$ cat src/rtl/frame_reader.sv
// Streams a stored frame out of a single frame buffer in step with display pixel requests.
// Latency: read strobe 1 cycle, pixel 3 cycles after pix_req; back-to-back requests accepted, no stall.
module frame_reader #(
    parameter int          IMG_W = 320,
    parameter int          IMG_H = 240,
    parameter logic [7:0]  BG    = 8'h00
) (
    input  logic        clk,
    input  logic        rst,
    input  logic        frame_done,
    input  logic        pix_req,
    input  logic [9:0]  hcount,
    input  logic [9:0]  vcount,
    input  logic [7:0]  rd_data,
    output logic [16:0] rd_addr,
    output logic        rd_en,
    output logic [7:0]  pix_out,
    output logic        pix_valid,
    output logic [7:0]  frame_count
);

    localparam logic [16:0] LAST_ADDR = 17'(IMG_W * IMG_H - 1);
    localparam logic [10:0] W_LIM     = 11'(IMG_W);
    localparam logic [10:0] H_LIM     = 11'(IMG_H);

    typedef enum logic [1:0] {IDLE, WAIT_SOF, STREAM} state_t;

    state_t      state_q, state_d;
    logic [16:0] ptr_q, ptr_d;
    logic [16:0] rd_addr_q, rd_addr_d;
    logic        rd_en_q, rd_en_d;
    logic [7:0]  fc_q, fc_d;
    logic        v1_q, v2_q, rd2_q;
    logic        pix_valid_q;
    logic [7:0]  pix_out_q;

    logic        sof, in_win, issue;
    logic [16:0] addr_sel;

    assign sof    = pix_req && (hcount == 10'd0) && (vcount == 10'd0);
    assign in_win = pix_req && ({1'b0, hcount} < W_LIM) && ({1'b0, vcount} < H_LIM);

    always_comb begin
        state_d   = state_q;
        ptr_d     = ptr_q;
        rd_addr_d = rd_addr_q;
        rd_en_d   = 1'b0;
        fc_d      = fc_q;
        issue     = 1'b0;
        addr_sel  = ptr_q;
        case (state_q)
            IDLE: begin
                if (frame_done) state_d = WAIT_SOF;
            end
            WAIT_SOF, STREAM: begin
                // SOF always restarts at pixel 0, even mid-frame
                if (sof) begin
                    issue    = 1'b1;
                    addr_sel = 17'd0;
                end else if (state_q == STREAM && in_win) begin
                    issue    = 1'b1;
                    addr_sel = ptr_q;
                end
            end
            default: state_d = IDLE;
        endcase
        if (issue) begin
            rd_en_d   = 1'b1;
            rd_addr_d = addr_sel;
            if (addr_sel == LAST_ADDR) begin
                state_d = WAIT_SOF;
                ptr_d   = 17'd0;
                fc_d    = fc_q + 8'd1;
            end else begin
                state_d = STREAM;
                ptr_d   = addr_sel + 17'd1;
            end
        end
    end

    always_ff @(posedge clk) begin
        if (rst) begin
            state_q     <= IDLE;
            ptr_q       <= 17'd0;
            rd_addr_q   <= 17'd0;
            rd_en_q     <= 1'b0;
            fc_q        <= 8'd0;
            v1_q        <= 1'b0;
            v2_q        <= 1'b0;
            rd2_q       <= 1'b0;
            pix_valid_q <= 1'b0;
            pix_out_q   <= 8'd0;
        end else begin
            state_q     <= state_d;
            ptr_q       <= ptr_d;
            rd_addr_q   <= rd_addr_d;
            rd_en_q     <= rd_en_d;
            fc_q        <= fc_d;
            // rd_en_q doubles as the in-window/read-issued flag of stage 1
            v1_q        <= pix_req;
            v2_q        <= v1_q;
            rd2_q       <= rd_en_q;
            pix_valid_q <= v2_q;
            if (v2_q) pix_out_q <= rd2_q ? rd_data : BG;
        end
    end

    assign rd_addr     = rd_addr_q;
    assign rd_en       = rd_en_q;
    assign pix_out     = pix_out_q;
    assign pix_valid   = pix_valid_q;
    assign frame_count = fc_q;

endmodule

$ cat config.mk
export PLATFORM = sky130hd
export DESIGN_NAME = frame_reader
export DESIGN_NICKNAME = d
export VERILOG_FILES = /design/src/rtl/frame_reader.sv
export SDC_FILE = /design/constraint.sdc
export NUM_CORES = 1
export LEC_CHECK = 0
export CORE_MARGIN = 3
export CORE_UTILIZATION = 52
export DETAILED_ROUTE_END_ITERATION = 8
export GPL_ROUTABILITY_DRIVEN = 0
export GPL_TIMING_DRIVEN = 0
export HOLD_SLACK_MARGIN = 0.03
export PLACE_DENSITY = 0.92
export SYNTH_ARGS = -nofsm -noshare
export SYNTH_HDL_FRONTEND = slang
export SYNTH_SLANG_ARGS = --single-unit
$ cat constraint.sdc
create_clock -name clk -period 6.7 [get_ports clk]
set_input_delay 1.005 -clock clk [delete_from_list [all_inputs] [get_ports clk]]
set_output_delay 1.005 -clock clk [all_outputs]
set_load 0.05 [all_outputs]
; ---- Word-level counts from Yosys, hierarchy flattened
; Cells that the tools add are included.
[classes]
n_addsub = 2
order_cmp = 2
n_eq_ne = 5
n_mux = 12
n_reduce_logical = 11
[op_table]
columns = operator, n
row1 = $mux 17, 3
row2 = $logic_not 10->1, 2
row3 = $add 17x1->17 const B, 1
row4 = $eq 17x17->1 const B, 1
row5 = $lt 10x8->1 const B, 1
row6 = $lt 10x9->1 const B, 1
row7 = $add 8x1->8 const B, 1
row8 = $mux 8, 1
row9 = $mux 2, 3
row10 = $logic_and 1x1->1, 5
row11 = $mux 1, 4
row12 = $pmux 2 s2, 1
row13 = $reduce_and 2->1, 2
row14 = $ne 3x3->1 const B, 1
row15 = $eq 2x1->1 const B, 1
row16 = $eq 2x2->1 const B, 1
row17 = $logic_not 2->1, 1
row18 = $ne 2x2->1 const B, 1
row19 = $reduce_or 2->1, 1
[totals]
register_bits = 57
word_cells = 42

; ---- Logic depth before layout (Yosys ltp)
[depth]
word_depth = 9
mapped_depth = 13
ltp_nobuf = 11

; ---- Worst setup path before layout
; Ideal clock, no wire load.
[synth_path]
path_kind = in2reg
start = input hcount[9]
end = register fc_q[6], in the netlist frame_count[6]
arrival_ns = 3.224
required_ns = 6.579
path_slack_ns = 3.355
cell_stages = 12
path_buffers = 2
cell_sequence = nor3b_1 > nand3b_1 > or3_1 > clkbuf_1 > and2_1 > ha_1 > nand4_1 > nor3_4 > o311a_2 > buf_4 > nand4_1 > mux2_2
[synth_between]
elab_cells_between_ends = 14
[synth_rtl]
columns = item, line
row1 = start: declaration, 12  ; input logic [9:0] hcount,
row2 = $logic_not 10->1, 40  ; assign sof = pix_req && (hcount == 10'd0) && (vcount == 10'd0);
row3 = $logic_and 1x1->1 (2 in a row), 40
row4 = $mux 17, 57  ; if (sof) begin
row5 = $mux 17, 51  ; case (state_q)
row6 = via addr_sel[1], 38  ; logic [16:0] addr_sel;
row7 = $eq 17x17->1, 70  ; if (addr_sel == LAST_ADDR) begin
row8 = $reduce_and 2->1 (no source line), -
row9 = end signal: assignment, 87  ; fc_q <= 8'd0;
row10 = end signal: assignment, 98  ; fc_q <= fc_d;
row11 = end: declaration, 32  ; logic [7:0] fc_q, fc_d;
; The timed path passes the listed nets, and every way through them passes these cells.
; A chain may end at the register's enable or synchronous reset.

; ---- Final worst setup path
[layout_path]
start = input pix_req
end = register ptr_q[9]
[layout_between]
elab_chain_len = 6
elab_cells_between_ends = 13
[layout_lines]
columns = item, line
row1 = start: declaration, 11  ; input logic pix_req,
row2 = $logic_and 1x1->1 * (2 in a row), 40
row3 = $mux 17 *, 57
row4 = $mux 17 *, 51
row5 = via addr_sel[1], 38
row6 = $add 17x1->17 / $eq 17x17->1 (equally long branches), "76, 70"
row7 = $mux 17 *, 70
row8 = end signal: assignment, 95  ; ptr_q <= ptr_d;
row9 = end: declaration, 29  ; logic [16:0] ptr_q, ptr_d;
; The timed path passes the listed nets; every way through them passes the cells marked *.

==> results.yml <==
min_path:
  hold_class: "flip-flop to flip-flop"
clock_tree:
  clk_pin_slew_worst_paths_ps: 60
  cts_buffers: 9
  cts_setup_buffers: 0
  cts_tree: "yes"
  htree_levels: 3
  cts_sinks: 57
  post_cts_resized: 0
  cts_root_buf: "clkbuf_8"
  clock_latency_ps: 320
  cts_hold_buf: 0
  clockBufferDepth: 2
synth:
  synth-edff-count: 0
  yosysWarnings: 0
  synth-main-ff-cell: "dfxtp_1"
  synth_area_sq_um: 2570
  syn_nets: 341
  synth_cells: 305
  async_flop_share_pct: 0
  yosys.cell_types.count: 49
  yosysSeqAreaShare_pct: 44.4
  ys_ff_latch: 57
  synth_area_per_cell_sq_um: 8.42
floorplan:
  start_util_pct: 56.2
  die_w_um: 76.3
  die_h_um: 76.3
  dieArea_sq_um: 5820
  rows: 24
  io_pins: 67
  coreArea_sq_um: 4560
placement:
  io_buffers: 66
  dp_hpwl_um: 4580
sta:
  clock_skew_ps: 7.08
  fin_crit_sh_pct: 58.1
  fmax_mhz: 257
  fin_setup_tns_ps: 0
  slew_headroom_pct: 31.1
  finalHoldViolations: 0
  rsz0062_at_grt: "no"
  finalCriticalPeriod_ps: 3890
  drv_slew: 0
  tightestPinTransition_ps: 1030
  setup_viol: 0
pwr:
  total_leakage_power_uw: 0.00120
  power.total_uw: 658
  irDropWorstVdd_mv: 0.0949
  power_per_cell_area_nw_per_um2: 189
detailed_routing:
  vias: 2533
  viasPerCell: 5.64
  wl_per_cell_um: 14.2
  drt_first_pass_iters: 5
  dr.first_iter.drc_count: 228
  drcViolationCount: 0
  wirelength_um: 6390
  postRouteAntennaNets: 0
cells_and_area:
  final_cell_mix: "66 x clkdlybuf4s50_1, 57 x dfxtp_1, 43 x nand2_1"
  final_common_cell: "clkdlybuf4s50_1"
  area_growth_pct: 35.5
  diodes: 0
  nNetsFinal: 418
  layout-drive-gt1-share_pct: 8.85
worst_setup_path:
  path_buf_inv: 3
  critPathMaxStageDelay_ps: 500
  critPathArrivalTime_ps: 4120
  endpoint_kind: "flip-flop"
  crit_path_top_delay_cell: "clkdlybuf4s50_1"
  path_cells: "clkdlybuf4s50_1, nor3b_1, nand3b_1, or3_1, clkbuf_1, and2_1, ha_1, nand4_1, nor3_4, o311a_2, buf_4, a31o_2, a311oi_1"
  cp.required_ps: 6920
  crit_type: "input port to flip-flop"
  worstPathMaxFanout: 9
  path_delay_family: "simple AND/OR/NAND/NOR gates"
  cp-start-kind: "input port"
run_status:
  status: "complete, no violations"
global_routing:
  grt_pass1_wl_um: 10800
  grt_pass1_vias: 2391
  overflow: 0
  grt_max_degree: 11
  antenna_found_initial: 0
  grt_usage_pct: 22.7
job:
  cap_violations: 0
-- metrics by stage --
step           cells  setup WS, ps  instance area [sq um]  utilization (%)  hold WS (ps)
2_1_floorplan    305          3360                   2570                -           414
3_3_place_gp     436          2590                   3310             72.5           417
3_5_place_dp     436          2520                   3310             72.5           434
4_1_cts          449          2840                   3480             76.2           453
5_1_grt          449          2520                   3480             76.2           474
6_report         449          2810                   3480             76.2           444
-- registers in the layout (all words and copies together) (netlist names) --
name	count
pix_valid	1
rd_en	1
state_q	2
pix_out	8
v1_q	1
v2_q	1
frame_count	8
rd_addr	17
ptr_q	17
rd2_q	1
-- final cells by class --
class,instances,area [sq um]
plain buffers,17,86.3
clock buffers,13,169
fillers,366,1090
inverters,6,22.5
multi-input cells,225,1320
flip-flops and latches,57,1140
well taps,65,81.3
repair buffers,66,661
-- power breakdown --
part / switching, uW / total (uW) / internal, uW
Sequential: 1.29 / 342 / 341
Clock: 121 / 279 / 158
Combinational: 15.5 / 36.7 / 21.3
-- cell usage after synthesis (2+ instances only) --
cell type  count  area (sq um)
a21oi_1       42           210
a311oi_1       2          17.5
a31o_2         3          26.3
a31oi_1        3          18.8
and2_1         6          37.5
and3_1         3          18.8
buf_2          6          30.0
clkbuf_1       8          30.0
dfxtp_1       57          1140
ha_1           4          50.1
inv_1          6          22.5
mux2_2         2          22.5
nand2_1       43           161
nand3_1       11          55.1
nand3b_1       2          15.0
nand4_1       12          75.1
nor2_1        28           105
nor2b_1       14          87.6
nor3_1         5          25.0
nor4_1         4          25.0
o21ai_0        7          35.0
o31ai_1        3          22.5
or3_1          3          18.8
or3_2          2          15.0
or4_1          2          15.0
xor2_1         4          35.0
-- worst paths after layout --
check	to	startpoint	depth (start not counted)	slack [ps]
worst min register to register	v2_q$_SDFF_PP0_	v1_q$_SDFF_PP0_	1	440
worst max register to register	frame_count[6]$_SDFFE_PP0P_	state_q[1]$_SDFFE_PP0P_	13	3500
worst max-delay path	ptr_q[9]$_SDFFE_PP0P_	pix_req	13	2810
worst min-delay path	v2_q$_SDFF_PP0_	v1_q$_SDFF_PP0_	1	440
-- per-layer routing --
metal / global-route usage, % / vias to the layer above / routed length [um]
li1: - / 1235 / -
met1: 26.3 / 1169 / 2630
met2: 40.4 / 115 / 3200
met3: 3.90 / 14 / 434
met4: 10.5 / 0 / 130
met5: 0 / - / 0
-- kinds of logic (layout without fill, tap and decap cells) --
logic type / Yosys count / in the layout / share of synthesized area [%]
AOI/OAI and AO/OA: 65 / 65 / 14.7
xor gates and xnor gates: 5 / 5 / 1.71
adders and majority gates: 4 / 4 / 1.95
buffers and inverters: 23 / 102 / 4.24
DFF: 57 / 57 / 44.4
muxes: 3 / 3 / 1.27
and+or+nand+nor: 148 / 148 / 31.7
-- worst reg2reg max path, cell delays in order (launching register included) --
cell	delay [ps]
dfxtp_1	370
inv_1	60
ha_1	310
nand3b_1	130
or3_1	120
clkbuf_1	290
and2_1	190
ha_1	270
nand4_1	210
nor3_4	330
o311a_2	250
buf_4	160
nand4_1	120
mux2_2	280
Note: power is estimated with default switching activity, not from simulation.
